$ cat src/rtl/spartan_reduce_n.sv
// spartan_reduce_n: N:1 bus width reducer with holding stage,
// partial-word beat count, last-beat flag and selectable beat order.
module spartan_reduce_n #(
   parameter int OUTPUT_WIDTH = 32,
   parameter int RATIO        = 4,
   parameter int CNT_W        = 2,
   parameter bit MSB_FIRST    = 1'b0
) (
   input  logic                            CLK,
   input  logic                            RST,
   input  logic [RATIO*OUTPUT_WIDTH-1:0]   DIN,
   input  logic [CNT_W-1:0]                DIN_CNT,
   input  logic                            DIN_VAL,
   output logic                            DIN_RDY,
   output logic [OUTPUT_WIDTH-1:0]         DOUT,
   output logic                            DOUT_LAST,
   output logic                            DOUT_VAL,
   input  logic                            DOUT_RDY
);

   localparam int WW = RATIO * OUTPUT_WIDTH;
   localparam logic [CNT_W-1:0] LAST_MAX = CNT_W'(RATIO - 1);

   typedef enum logic {
      EMPTY,
      HOLD
   } state_t;

   state_t                  state_q, state_d;
   logic [WW-1:0]           word_q, word_d;
   logic [CNT_W-1:0]        last_q, last_d;
   logic [CNT_W-1:0]        beat_q, beat_d;

   logic                    at_last;
   logic                    in_acc;
   logic                    out_xfer;
   logic [CNT_W-1:0]        cnt_clamp;
   logic [CNT_W-1:0]        sel;
   logic [OUTPUT_WIDTH-1:0] dout_mux;

   assign at_last   = (beat_q == last_q);
   assign DOUT_VAL  = (state_q == HOLD);
   assign DIN_RDY   = (state_q == EMPTY) || (DOUT_RDY && at_last);
   assign in_acc    = DIN_VAL && DIN_RDY;
   assign out_xfer  = DOUT_VAL && DOUT_RDY;
   assign cnt_clamp = (DIN_CNT > LAST_MAX) ? LAST_MAX : DIN_CNT;
   assign sel       = MSB_FIRST ? (LAST_MAX - beat_q) : beat_q;

   always_comb begin
      dout_mux = '0;
      for (int k = 0; k < RATIO; k++) begin
         if (sel == CNT_W'(k)) begin
            dout_mux = word_q[k*OUTPUT_WIDTH +: OUTPUT_WIDTH];
         end
      end
   end

   assign DOUT      = DOUT_VAL ? dout_mux : '0;
   assign DOUT_LAST = DOUT_VAL && at_last;

   always_comb begin
      state_d = state_q;
      word_d  = word_q;
      last_d  = last_q;
      beat_d  = beat_q;
      unique case (state_q)
         EMPTY: begin
            if (in_acc) begin
               word_d  = DIN;
               last_d  = cnt_clamp;
               beat_d  = '0;
               state_d = HOLD;
            end
         end
         HOLD: begin
            if (out_xfer) begin
               if (!at_last) begin
                  beat_d = beat_q + CNT_W'(1);
               end else if (in_acc) begin
                  // reload on the last beat keeps the stream bubble-free
                  word_d = DIN;
                  last_d = cnt_clamp;
                  beat_d = '0;
               end else begin
                  state_d = EMPTY;
               end
            end
         end
         default: state_d = EMPTY;
      endcase
   end

   always_ff @(posedge CLK) begin
      if (RST) begin
         state_q <= EMPTY;
         word_q  <= '0;
         last_q  <= '0;
         beat_q  <= '0;
      end else begin
         state_q <= state_d;
         word_q  <= word_d;
         last_q  <= last_d;
         beat_q  <= beat_d;
      end
   end

endmodule

$ cat config.mk
export PLATFORM = sky130hd
export DESIGN_NAME = spartan_reduce_n
export DESIGN_NICKNAME = d
export VERILOG_FILES = /design/src/rtl/spartan_reduce_n.sv
export SDC_FILE = /design/constraint.sdc
export NUM_CORES = 1
export LEC_CHECK = 0
export CORE_MARGIN = 2
export CORE_UTILIZATION = 30
export DETAILED_ROUTE_END_ITERATION = 6
export GPL_TIMING_DRIVEN = 0
export PLACE_DENSITY = 0.55
export SETUP_SLACK_MARGIN = 0.4
export SYNTH_ARGS = -nofsm -noshare
export SYNTH_HDL_FRONTEND = slang
export SYNTH_SLANG_ARGS = --single-unit
export TNS_END_PERCENT = 5
$ cat constraint.sdc
create_clock -name CLK -period 1.7 [get_ports CLK]
set_input_delay 0.255 -clock CLK [delete_from_list [all_inputs] [get_ports CLK]]
set_output_delay 0.255 -clock CLK [all_outputs]
set_load 0.005 [all_outputs]
* Word level (Yosys, flattened, before mapping)
Index checks and enable logic that the tools add are counted.
** Storage, ports and cells
- Word-level logic and storage cells :: 42
- Input port bits :: 134
- Bits in registers :: 133
- Output and inout port bits :: 35
** Operators by class
- $add $sub $neg :: 1
- Equal/unequal tests :: 6
- Bitwise logic cells :: 1
- Order comparisons :: 1
- Mux-type cells :: 22
- Reduce and logical (&&, ||, !) cells :: 7
** Operators by type and width (count)
- $mux W128 :: 3
- $pmux W128 S2 :: 1
- $mux W32 :: 5
- $mux W2 :: 7
- $pmux W2 S2 :: 2
- $eq A2 B2 Y1 const B :: 2
- $logic_and A1 B1 Y1 :: 4
- $ne A2 B1 Y1 const B :: 2
- $mux W1 :: 3
- $add A2 B1 Y2 const B :: 1
- $eq A2 B1 Y1 const B :: 1
- $eq A2 B2 Y1 :: 1
- $gt A2 B2 Y1 const B :: 1
- $logic_not A2 Y1 :: 1
- $pmux W1 S2 :: 1
- $reduce_and A2 Y1 :: 1
- $logic_or A1 B1 Y1 :: 1
- $not A1 Y1 :: 1

* Logic depth before layout (Yosys ltp)
- Word-level depth :: 8
- Gate-level depth with buffers :: 8
- Depth with buffers taken out :: 6

* Least setup slack after synthesis
OpenSTA, ideal clock, no wires.
- Kind :: register to output
- Start :: reg beat_q[0]
- End :: out DOUT[10]
- Buffers on the path :: 2
- Slack :: -0.069 ns
- Required time :: 1.445 ns
- Data arrival time :: 1.514 ns
- Cell stages (with the launch flop) :: 8
- Cells stage by stage :: dfxtp_1 > ha_1 > clkbuf_1 > clkbuf_1 > nand2_1 > o21ai_0 > mux2i_1 > o21ai_0
** On the way
- Word-level cells in the longest chain between the ends :: 6
- Elaborated cells on any way between the ends :: 9
- Classes of those cells :: eq/ne: 3; mux: 5; reduce/logical: 1
** RTL lines
- start: declaration :: line 32 : logic [CNT_W-1:0] beat_q, beat_d;
- start signal: assignment :: line 103 : beat_q <= beat_d;
- $logic_not A2 Y1 :: line 52 : if (sel == CNT_W'(k)) begin
- $mux W32 (3 in series) :: line 52
- $mux W32 * :: line 52
- $mux W32 * :: line 58 : assign DOUT = DOUT_VAL ? dout_mux : '0;
- end: declaration :: line 15 : output logic [OUTPUT_WIDTH-1:0] DOUT,
Mark *: on every way between the ends. The rest lies on a longest branch, timed or not.

* Worst setup path after layout
- Start :: reg beat_q[1]
- End :: out DOUT[28]
Same word-level chain as after synthesis.

==> impl_metrics.tcl <==
set metrics [dict create \
    status "finished, violations left" \
    failed_checks "negative setup slack" \
    ir_drop_mv 0.675 \
    cts.sinks 133 \
    synth_ff_type "dfxtp_1" \
    powerDensity_nw_per_um2 946 \
    fmax_ghz 0.448 \
    finish.utilization 0.486 \
    regToRegSetupSlack_ns 0 \
    avgRoutedWirePerCell_um 17.0 \
    seq_area_frac_synth 0.452 \
    fin_crit_sh 1.31 \
    fp.dieW_um 144 \
    drive_gt1_frac 0.224 \
    diodes 0 \
    reg2reg_to "word_q[66]" \
    layout.filler_cells 1952 \
    tns_ns -15.27 \
    end_kind "primary output" \
    slew_violations 0 \
    synth_largest_area_cell "dfxtp_1" \
    synth_area_per_cell_um2 7.29 \
    boundaryPins 169 \
    min_period_ns 2.23 \
    endpoint "DOUT[28]" \
    antenna_found_initial 0 \
    top_usage_layer "met2" \
    slew-limit-headroom 0.427 \
    grtUsageMet3 0.0424 \
    h-tree-depth 4 \
    tightest_slew_ns 0.859 \
    grt_max_degree 17 \
    p_leak_nw 3.57 \
    viasPerCell 4.74 \
    crit_arrival_ns 1.98 \
    drt_iter0_drc 293 \
    synth_seq_cells 133 \
    setup_viol 34 \
    grt_pass1_vias 5747 \
    overflow 0 \
    startpoint_type "flip-flop" \
    die_y_um 144 \
    netlist_instances 807 \
    setup_ws_ns -0.531 \
    syn_nets 945 \
    clock_skew_ns 0.00993 \
    core_area_um2 19300 \
    grt_util_met1 0.285 \
    insertion_delay_ns 0.42 \
    synth_cell_types 21 \
    finalWirelength_um 21900 \
    switching_share 0.255 \
    numPortBuffers 167 \
    gp_congestion 0.803 \
    syn_to_final_growth_pct 59.6 \
    grt_usage 0.208 \
    synth.top_cells.by_count "nand2_1 (326), dfxtp_1 (133), a21oi_1 (132)" \
    ant_nets 0 \
    reg2reg_from "beat_q[1]" \
    synth_warnings 0 \
    cts_root_buffer "clkbuf_16" \
    power_frac_seq 0.390 \
    cp.required_ns 1.44 \
    switchingPower_mw 2.27 \
    synth_edf_count 0 \
    dpl.hpwl_um 15200 \
    clockPowerShare 0.439 \
    synth_most_common_cell "nand2_1" \
    rsz0062_at_grt "yes" \
    cts_tree "yes" \
    synth-async-reset-ratio 0 \
    grt_pass1_wl_um 32300 \
    nets 1146 \
    maxCapViolCount 0 \
    drc 0 \
    start_util 0.304 \
    fp-row-count 51 \
    first_pass_iters 5 \
    hold_violations 0 \
    crit_fanout 8 \
    use_met2 0.338 \
    crit_type "flip-flop to primary output" \
    p_int_mw 6.62 \
    cts_buffers 17 \
    cts.reportedPaths.clkPinSlew_ns 0.06 \
    pwr-share-comb 0.171 \
    rr_worst_depth 7 \
    hold_class "input pin to flip-flop" \
    vias 6100 \
    dieArea_um2 20800 \
    ctsHoldBuffers 0 \
    startpoint "beat_q[1]" \
    syn_area_um2 5880 \
    synthTopCellsByArea "dfxtp_1 (45%), nand2_1 (21%), a21oi_1 (11%), mux2i_1 (5.6%), o21ai_0 (5.4%)" \
    cts_max_path_buffers 2 \
    synth_top_area_frac 0.452 \
]
-- registers in the layout, summed over array words and instances (netlist names) --
signal / count
last_q: 2
DOUT_VAL: 1
word_q: 128
beat_q: 2
-- logic make-up (layout without fill, tap and decap cells) --
group,Yosys count,after routing,synth area share
AOI/OAI and AO/OA,198,198,0.171
muxes,33,33,0.0561
buffers and inverters,71,285,0.0632
DFF,133,133,0.452
adders and majority gates,4,4,0.00851
xor gates and xnor gates,3,3,0.00702
and+or+nand+nor,365,365,0.242
-- cell usage in the layout, fill, tap and decap left out, types with 3 or more instances in the layout --
cell type	Yosys	routed
buf_2	18	26
nand2_1	326	315
a21oi_1	132	106
clkbuf_1	38	18
buf_6	9	10
a21oi_2	0	26
o21ai_1	0	25
clkbuf_2	0	10
bufinv_16	0	4
nand3_1	33	28
buf_8	0	19
buf_12	0	3
buf_4	4	16
nand3_2	0	5
clkinv_2	0	5
clkdlybuf4s50_1	0	133
mux2i_1	33	26
o21ai_4	0	3
clkbuf_8	0	9
nand2_2	0	10
ha_4	0	3
clkbuf_16	0	25
o21ai_2	0	35
mux2i_2	0	7
dfxtp_1	133	131
-- area by class of cell --
cell class / instances / area, um^2 / share of cell area
sequential: 133 / 2670 / 0.284
inverter: 2 / 12.5 / 0.00133
tap: 265 / 332 / 0.0353
buffer: 69 / 785 / 0.0835
clock buffer: 22 / 464 / 0.0494
multi-input combinational: 603 / 3280 / 0.349
timing repair buffer: 182 / 1700 / 0.181
clock inverter: 10 / 153 / 0.0162
-- worst max-delay path, stage by stage (launching register included) --
cell and delay [ns]:
dfxtp_4 0.37, buf_6 0.12, ha_4 0.15, buf_8 0.11, nand2b_4 0.24, clkbuf_16 0.22, o21ai_2 0.13, clkdlybuf4s15_2 0.21
-- timing repair --
action	CTS	global route
gates resized for setup	186	110
gates cloned	3	3
setup buffers	7	2
pin swaps	20	43
endpoints found under the setup margin	167	167
-- routing by layer --
metal | up-vias | wire [um]
met4 | 0 | 294
met5 | - | 0
li1 | 3058 | -
met2 | 164 | 10200
met3 | 19 | 1240
met1 | 2859 | 10200
-- power groups by stage --
| stage | clock, mW | combinational [mW] | sequential (mW) |
|---|---|---|---|
| 5_1_grt | 4.10 | 1.66 | 3.49 |
| 2_1_floorplan | 0 | 0.685 | 3.49 |
| 4_1_cts | 3.94 | 1.45 | 3.46 |
| 6_report | 3.90 | 1.52 | 3.47 |
| 3_3_place_gp | 0 | 1.32 | 3.51 |
| 3_5_place_dp | 0 | 1.32 | 3.52 |
-- worst min path at each step --
| stage | start | endpoint | slack [ns] | cells past startpoint |
|---|---|---|---|---|
| 2_1_floorplan | DIN_VAL | DOUT_VAL | 0.37 | 2 |
| 3_3_place_gp | word_q[85] | word_q[85] | 0.44 | 2 |
| 3_5_place_dp | word_q[64] | word_q[64] | 0.44 | 2 |
| 4_1_cts | DIN[80] | word_q[80] | 0.38 | 3 |
| 5_1_grt | DIN[80] | word_q[80] | 0.38 | 3 |
| 6_report | DIN[80] | word_q[80] | 0.38 | 3 |
-- metrics by stage --
step	total power [mW]	hold slack, ns	cell area (um^2)	worst slack (ns)	std cells
floorplan	4.18	0.372	6080	0.266	807
global placement	4.83	0.438	8090	-0.772	1239
detailed placement	4.84	0.443	8090	-0.745	1239
CTS	8.84	0.376	9110	-0.586	1281
global route	9.25	0.377	9390	-0.590	1286
finish	8.89	0.383	9390	-0.531	1286
Note: power is estimated with default switching activity, not from simulation.
